**config.mk**
```make
export PLATFORM = sky130hd
export DESIGN_NAME = pipe_adder
export DESIGN_NICKNAME = d
export VERILOG_FILES = /design/src/rtl/pipe_adder.sv
export SDC_FILE = /design/constraint.sdc
export NUM_CORES = 1
export LEC_CHECK = 0
export ABC_AREA = 1
export CAP_MARGIN = 0
export CORE_MARGIN = 3
export CORE_UTILIZATION = 43
export DETAILED_ROUTE_END_ITERATION = 12
export PLACE_DENSITY_LB_ADDON = 0.15
export RECOVER_POWER = 25
export SKIP_CTS_REPAIR_TIMING = 1
export SYNTH_ARGS = -nofsm -noshare
export SYNTH_HDL_FRONTEND = slang
export SYNTH_SLANG_ARGS = --single-unit
```
**constraint.sdc**
```tcl
create_clock -name clk -period 3.1 [get_ports clk]
set_clock_uncertainty 0.1 [all_clocks]
set_input_delay 0.465 -clock clk [delete_from_list [all_inputs] [get_ports clk]]
set_output_delay 0.465 -clock clk [all_outputs]
set_load 0.05 [all_outputs]
```
**src/rtl/pipe_adder.sv**
```systemverilog
// Segmented carry-pipelined adder/subtractor with a valid/ready handshake.
// A stall at the output freezes the whole pipeline, so every stage shares a single advance enable.
module pipe_adder #(
  parameter int WIDTH  = 8,
  parameter int STAGES = 2
) (
  input  logic             clk,
  input  logic             rst_n,
  input  logic             in_valid,
  output logic             in_ready,
  input  logic [WIDTH-1:0] i0,
  input  logic [WIDTH-1:0] i1,
  input  logic             ci,
  input  logic             sub,
  output logic             out_valid,
  input  logic             out_ready,
  output logic [WIDTH-1:0] s,
  output logic             co,
  output logic             ovf
);

  localparam int SEG  = WIDTH / STAGES;
  localparam int LAST = STAGES - 1;

  function automatic logic [SEG:0] seg_add(input logic [SEG-1:0] a,
                                           input logic [SEG-1:0] b,
                                           input logic           c);
    return {1'b0, a} + {1'b0, b} + {{SEG{1'b0}}, c};
  endfunction

  logic adv;

  assign adv = in_ready;

  for (genvar k = 0; k < STAGES; k++) begin : g_stage
    logic [WIDTH-1:0] a_in, b_in, sum_in, sum_d;
    logic             c_in, sub_in, vld_in;
    logic [SEG:0]     seg;
    logic [WIDTH-1:0] a_q, b_q, sum_q;
    logic             c_q, sub_q, vld_q;

    // Subtraction is folded in at the head: B and the carry-in are inverted once.
    if (k == 0) begin : g_head
      assign a_in   = i0;
      assign b_in   = sub ? ~i1 : i1;
      assign c_in   = ci ^ sub;
      assign sum_in = '0;
      assign sub_in = sub;
      assign vld_in = in_valid && in_ready;
    end else begin : g_body
      assign a_in   = g_stage[k-1].a_q;
      assign b_in   = g_stage[k-1].b_q;
      assign c_in   = g_stage[k-1].c_q;
      assign sum_in = g_stage[k-1].sum_q;
      assign sub_in = g_stage[k-1].sub_q;
      assign vld_in = g_stage[k-1].vld_q;
    end

    always_comb begin
      seg                    = seg_add(a_in[k*SEG +: SEG], b_in[k*SEG +: SEG], c_in);
      sum_d                  = sum_in;
      sum_d[k*SEG +: SEG]    = seg[SEG-1:0];
    end

    // ---- stage k register boundary ----
    always_ff @(posedge clk) begin
      if (adv) begin
        a_q   <= a_in;
        b_q   <= b_in;
        sum_q <= sum_d;
        c_q   <= seg[SEG];
        sub_q <= sub_in;
      end
    end

    always_ff @(posedge clk or negedge rst_n) begin
      if (!rst_n) begin
        vld_q <= 1'b0;
      end else if (adv) begin
        vld_q <= vld_in;
      end
    end
  end

  assign out_valid = g_stage[LAST].vld_q;
  assign in_ready  = out_ready || !out_valid;

  // Results are gated by out_valid so the outputs read zero whenever nothing is held.
  always_comb begin
    s   = '0;
    co  = 1'b0;
    ovf = 1'b0;
    if (out_valid) begin
      s   = g_stage[LAST].sum_q;
      co  = g_stage[LAST].c_q ^ g_stage[LAST].sub_q;
      ovf = (g_stage[LAST].a_q[WIDTH-1] == g_stage[LAST].b_q[WIDTH-1]) &&
            (g_stage[LAST].sum_q[WIDTH-1] != g_stage[LAST].a_q[WIDTH-1]);
    end
  end

endmodule

```
==> reports/results.txt, run 1 <==
Result of the run: finished clean
Sink Count: 28
Total nets after synthesis: 148
Setup repair after global routing missed its margin: false
Power dissipated by switching net loads: 0.356 mW
Max Clk Rate: 407 MHz
Slack of the critical path: 0.645 ns
Critical path capture point type: flip-flop
Slowest stage cell on the critical path: sky130_fd_sc_hd__dlygate4sd3_1
Length in cells of the worst reg-to-reg path: 2
Reg-to-reg critical path startpoint: out_valid$_DFFE_PN0N_
Number of antenna violations at the first check in global routing: 0
Clock input transition at the sequential cells of the worst setup and hold paths: 0.14 ns
Number of distinct library cell variants in the gate-level netlist after synthesis: 16
Number of port buffers: 33
Switching fraction of total power: 31.4%
TritonCTS clock tree: yes
Number of hold violations in the final report: 0
Diodes inserted: 0
Cell Count, Final, Fillers Out: 195
Cell chain of the critical path: dlygate4sd3_1, clkbuf_1, xor2_1, fa_1, a21oi_1, o21bai_1
Max-cap viol count: 0
Placeable core region: 2900 um2
Slew at the pin closest to its max-slew limit: 0.562 ns
Post-synthesis cell area: 1370 um2
Total overflow reported by the global router: 0
Hold WC Path Type: input pin to async pin
Sequential fraction of the synthesis area: 60.8%
Data arrival time at the worst-slack endpoint: 2.44 ns
Maximum number of pins on one net before global-route repair: 18
Worst setup timing slack at the placement stage: 0.486 ns
Detailed Place HPWL: 1510 um
Placed cell count: 191
#FFs+latches synth: 28
Element type at the critical path start: input pin
Number of primary I/O pins: 34
Net count reported at finish: 186
Row count: 19
Leak pwr: 0.802 nW
TritonCTS Buffers: 3
Worst setup path class: input pin to flip-flop
Clk_lat worst skew: 0.31 ns
Register-to-Register Setup Slack: 1.36 ns
Total die area: 3890 um2
Deepest clock path buffer count: 2
Wire length per cell: 9.72 um
Via-to-Cell Ratio: 4.37
Period Utilization, post-route: 79.2%
Depth of the CTS H-tree: 1
Global-route wire length before repair: 3300 um
Number of optimization iterations in the first detailed-route pass: 4
Number of DRC markers in iteration 0: 21
Max FO, Critical Path: 8
Final worst path period need: 2.46 ns
Final Wtd Congestion: 0.815
Worst setup startpoint: sub
Pwr/cell area: 629 nW/um2
Syn Inst Count: 116
Delay contributed by the slowest stage of the critical path: 0.60 ns
Internal portion of total power: 0.779 mW
Largest voltage drop on the vdd net: 0.306 mV
Total detailed-routing wirelength: 1900 um
Effective utilization at floorplan: 47.1%
Avg Cell Area, Syn: 11.8 um2
Via Count: 853
Overall routing resource usage: 10.3%
Post-DRT Antenna Nets: 0
Final cell area excluding filler cells: 1800 um2
Area added between synthesis and finish: 32.1%
Remaining max-slew budget at the tightest pin: 62.5%
Setup total negative slack: 0 ns
Die extent in x: 62.4 um
Reg-to-Reg End: g_stage[1].sub_q$_DFFE_PN_
Combinational group share of total power: 33.1%
Ratio of cells with drive above 1 in the final layout: 3.92%
Worst path required time: 3.08 ns
Number of remaining DRC errors: 0
Number of global-route vias before repair: 765
Height of the die: 62.4 um
Share of total power in the clock network: 20.0%
Setup-violating endpoint count in the final report: 0
Sequential group share of total power: 46.9%
Yosys warning count: 0
Pwr Total: 1.14 mW
Placed cell areas: 1760 um2
Fin. max-slew vios: 0
Clk root buf: sky130_fd_sc_hd__clkbuf_4
[stage by stage]
step / util (%) / hold WS (ns)
floorplan: - / 0.0694
global placement: 60.5 / 0.301
finish: 62.2 / 0.263
detailed placement: 60.5 / 0.305
CTS: 62.3 / 0.185
global route: 62.2 / 0.245
[state kept, by name (all words and copies together) (netlist names)]
signal / count
g_stage.sum_q: 12
g_stage.a_q: 5
g_stage.b_q: 5
g_stage.c_q: 2
g_stage.sub_q: 2
g_stage.vld_q: 1
out_valid: 1
[cell usage in the layout (no fill, tap or decap), drive strengths merged]
master | Yosys | routed
dlygate4sd3 | 0 | 6
nor2 | 5 | 5
o21bai | 1 | 1
buf | 2 | 2
nand2 | 23 | 23
xor2 | 10 | 10
o21ai | 3 | 3
fa | 4 | 4
clkbuf | 0 | 4
xnor2 | 1 | 1
edfxtp | 26 | 26
nand3 | 6 | 6
a21oi | 5 | 5
ha | 6 | 6
dfrtp | 2 | 2
inv | 22 | 22
clkdlybuf4s50 | 0 | 26
bufinv | 0 | 1
[cells in the mapped netlist (all sizes together)]
library cell	instances	area, um2
dfrtp	2	50.1
a21oi	5	25.0
nand2	23	86.3
nand3	6	30.0
fa	4	80.1
o21bai	1	7.51
xor2	10	87.6
buf	2	18.8
xnor2	1	8.76
inv	22	82.6
o21ai	3	15.0
edfxtp	26	781
ha	6	75.1
nor2	5	18.8
[layout make-up]
class | instances | area [um2]
clock buffers | 3 | 22.5
clock inverters | 1 | 30.0
fillers | 248 | 1100
inverters | 22 | 82.6
multi-input cells | 64 | 434
flip-flops and latches | 28 | 831
well taps | 42 | 52.6
repair buffers | 35 | 352
[power groups by stage]
stage | Sequential [mW] | Clock, mW | Combinational, mW
global route | 0.541 | 0.249 | 0.409
global placement | 0.541 | 0 | 0.373
detailed placement | 0.543 | 0 | 0.379
CTS | 0.534 | 0.234 | 0.382
finish | 0.532 | 0.227 | 0.376
floorplan | 0.540 | 0 | 0.254
[logic make-up (layout without fill, tap and decap cells)]
kind of cell / after synthesis / count (layout) / synth area share [%]
and+or+nand+nor: 34 / 34 / 9.89
xor gates and xnor gates: 11 / 11 / 7.05
AOI/OAI and AO/OA: 9 / 9 / 3.48
DFF: 28 / 28 / 60.8
buffers and inverters: 24 / 61 / 7.42
adders and majority gates: 10 / 10 / 11.4
[worst max-delay path: cells and delay by family]
family | cells | cell delay, ns
xor gates and xnor gates | 1 | 0.21
adders and majority gates | 1 | 0.46
buffers and inverters | 2 | 1.06
AOI/OAI and AO/OA | 2 | 0.24
[metal layers]
| metal | wire [um] | share of wire [%] | global-route usage, % | up-vias |
|---|---|---|---|---|
| li1 | - | - | - | 449 |
| met5 | 0 | 0 | 0 | - |
| met1 | 816 | 43 | 12.6 | 375 |
| met4 | 23 | 1.2 | 2.48 | 0 |
| met3 | 118 | 6.2 | 1.98 | 2 |
| met2 | 938 | 49 | 18.7 | 27 |
[worst max-delay path by stage]
stage                                     endpoint  slack (ns)  cells after the start
after global routing                            co        0.51                      3
after CTS                                      ovf        0.65                      3
final                     g_stage[0].c_q$_DFFE_PN_        0.64                      6
after detailed placement  g_stage[0].c_q$_DFFE_PN_        0.49                      6
after floorplan           g_stage[0].c_q$_DFFE_PN_        0.94                      6
after global placement    g_stage[0].c_q$_DFFE_PN_        0.54                      6
(Power assumes the default switching activity.)
==> run 2: changes to the inputs <==
- clock period: 3.1 -> 2.52 ns (I/O delays scaled with it)
==> run 2 against run 1 <==
Final area grew 0.83%; final cell count up 1.0%; first-iteration DRC count increased by 29%; die area is the same; critical endpoint is now co; largest cell class unchanged.
==> reports/results.txt, run 2 (synthesis results as in run 1) <==
Result of the run: finished clean (unchanged)
Hold WC Path Type: input pin to async pin (unchanged)
Remaining max-slew budget at the tightest pin: 62.6% (was 62.5%)
GR Util met2: 21.9% (was 18.7%)
TritonCTS clock tree: yes (unchanged)
Number of global-route vias before repair: 861 (was 765)
Most flops, register: g_stage.sum_q (unchanged)
Height of the die: 62.4 um (unchanged)
Number of antenna violations at the first check in global routing: 0 (unchanged)
Cell Count, Final, Fillers Out: 197 (was 195)
Leak pwr: 0.811 nW (was 0.802 nW)
Core occupancy in the finished layout: 62.7% (was 62.2%)
Die extent in x: 62.4 um (unchanged)
Max FO, Critical Path: 12 (was 8)
Top Registers: g_stage.sum_q x12, g_stage.a_q x5, g_stage.b_q x5 (unchanged)
Setup repair after global routing missed its margin: false (unchanged)
Clk_lat worst skew: 0.33 ns (was 0.31 ns)
Element type at the critical path start: flip-flop (was input pin)
Worst path required time: 2.04 ns (was 3.08 ns)
Total overflow reported by the global router: 0 (unchanged)
Delay contributed by the slowest stage of the critical path: 0.81 ns (was 0.60 ns)
Critical path's top delay family: buffers and inverters (unchanged)
Maximum number of pins on one net before global-route repair: 17 (was 18)
Data arrival time at the worst-slack endpoint: 1.90 ns (was 2.44 ns)
Number of hold violations in the final report: 0 (unchanged)
Most heavily used metal layer in global routing: met2 (unchanged)
Row count: 19 (unchanged)
Detailed Place HPWL: 1660 um (was 1510 um)
Effective utilization at floorplan: 47.1% (unchanged)
Slowest stage cell on the critical path: sky130_fd_sc_hd__clkdlybuf4s50_1 (was sky130_fd_sc_hd__dlygate4sd3_1)
Fin. max-slew vios: 0 (unchanged)
Net count reported at finish: 188 (was 186)
TritonCTS Buffers: 3 (unchanged)
Setup total negative slack: 0 ns (unchanged)
Number of remaining DRC errors: 0 (unchanged)
Number of DRC markers in iteration 0: 27 (was 21)
Clock input transition at the sequential cells of the worst setup and hold paths: 0.15 ns (was 0.14 ns)
Placeable core region: 2900 um2 (unchanged)
Number of optimization iterations in the first detailed-route pass: 4 (unchanged)
Critical path capture point type: primary output (was flip-flop)
Post-DRT Antenna Nets: 0 (unchanged)
Global routing usage on met1: 12.0% (was 12.6%)
Leading cell types in the layout, fill and taps excluded: 26 x sky130_fd_sc_hd__edfxtp_1, 26 x sky130_fd_sc_hd__clkdlybuf4s50_1, 23 x sky130_fd_sc_hd__nand2_1 (unchanged)
Max-cap viol count: 0 (unchanged)
Number of flip-flops in the largest register: 12 (unchanged)
Total die area: 3890 um2 (unchanged)
Global-route wire length before repair: 3560 um (was 3300 um)
Wire length per cell: 10.8 um (was 9.72 um)
Area added between synthesis and finish: 33.1% (was 32.1%)
Cell chain of the critical path: nand2_1, nor2_1, clkdlybuf4s50_1 (was dlygate4sd3_1, clkbuf_1, xor2_1, fa_1, a21oi_1, o21bai_1)
Worst setup path class: flip-flop to primary output (was input pin to flip-flop)
Largest voltage drop on the vdd net: 0.399 mV (was 0.306 mV)
Period Utilization, post-route: 94.4%
Number of primary I/O pins: 34 (unchanged)
Number of port buffers: 33 (unchanged)
Depth of the CTS H-tree: 1 (unchanged)
Deepest clock path buffer count: 2 (unchanged)
Final Wtd Congestion: 0.799 (was 0.815)
Diodes inserted: 0 (unchanged)
Total detailed-routing wirelength: 2120 um (was 1900 um)
Max Clk Rate: 420 MHz
Clk root buf: sky130_fd_sc_hd__clkbuf_4 (unchanged)
Final worst path period need: 2.38 ns
M3 GR Usage: 2.52% (was 1.98%)
Via-to-Cell Ratio: 4.47 (was 4.37)
Overall routing resource usage: 11.5% (was 10.3%)
Sink Count: 28 (unchanged)
Setup-violating endpoint count in the final report: 0 (unchanged)
Ratio of cells with drive above 1 in the final layout: 5.16% (was 3.92%)
Buffers plus inverters on the worst setup path: 1 (was 2)
Placed cell count: 193 (was 191)
Pwr/cell area: 777 nW/um2 (was 629 nW/um2)
Slew at the pin closest to its max-slew limit: 0.561 ns (was 0.562 ns)
Via Count: 881 (was 853)
## run 2: cell count changes in the layout (fill, tap and decap cells not counted), sizes merged
cell  delta
buf      +2
## run 2: path summary, 6_finish.rpt
check / start / endpoint / slack, ns / cells past startpoint
min: rst_n / g_stage[0].vld_q$_DFFE_PN0N_ / 0.16 / 1
max reg2reg: out_valid$_DFFE_PN0N_ / g_stage[1].sum_q[3]$_DFFE_PN_ / 0.84 / 2
min in group clk: g_stage[0].sum_q[2]$_DFFE_PN_ / g_stage[1].sum_q[2]$_DFFE_PN_ / 0.34 / 0
max: out_valid$_DFFE_PN0N_ / co / 0.14 / 3
min reg2reg: g_stage[0].sum_q[2]$_DFFE_PN_ / g_stage[1].sum_q[2]$_DFFE_PN_ / 0.34 / 0
max in group asynchronous: rst_n / out_valid$_DFFE_PN0N_ / 2.04 / 1
## run 2: layout make-up
type,instances,area (um2)
inverters,22,82.6
fillers,252,1080
multi-input cells,64,434
flip-flops and latches,28,831
clock inverters,1,30.0
repair buffers,37,367
well taps,42,52.6
clock buffers,3,22.5
## run 2: stage by stage
stage | hold slack, ns | total power [mW] | setup slack [ns] | instance area (um2)
floorplan | -0.0176 | 0.977 | 0.374 | 1370
global placement | 0.301 | 1.13 | 0.0695 | 1770
detailed placement | 0.305 | 1.14 | 0.00200 | 1770
CTS | 0.0853 | 1.43 | 0.124 | 1820
global route | 0.142 | 1.49 | 0.0329 | 1820
finish | 0.157 | 1.41 | 0.140 | 1820
## run 2: routing by layer
layer | routed length, um | part of all wire [%]
met5 | 0 | 0
met1 | 854 | 40
met4 | 34 | 1.6
met2 | 1120 | 53
met3 | 116 | 5.5
## run 2: power breakdown
group	leakage (nW)	switching, mW	internal (mW)	total, mW
Sequential	0.287	0.0328	0.622	0.655
Combinational	0.496	0.291	0.179	0.470
Clock	0.0279	0.128	0.161	0.289
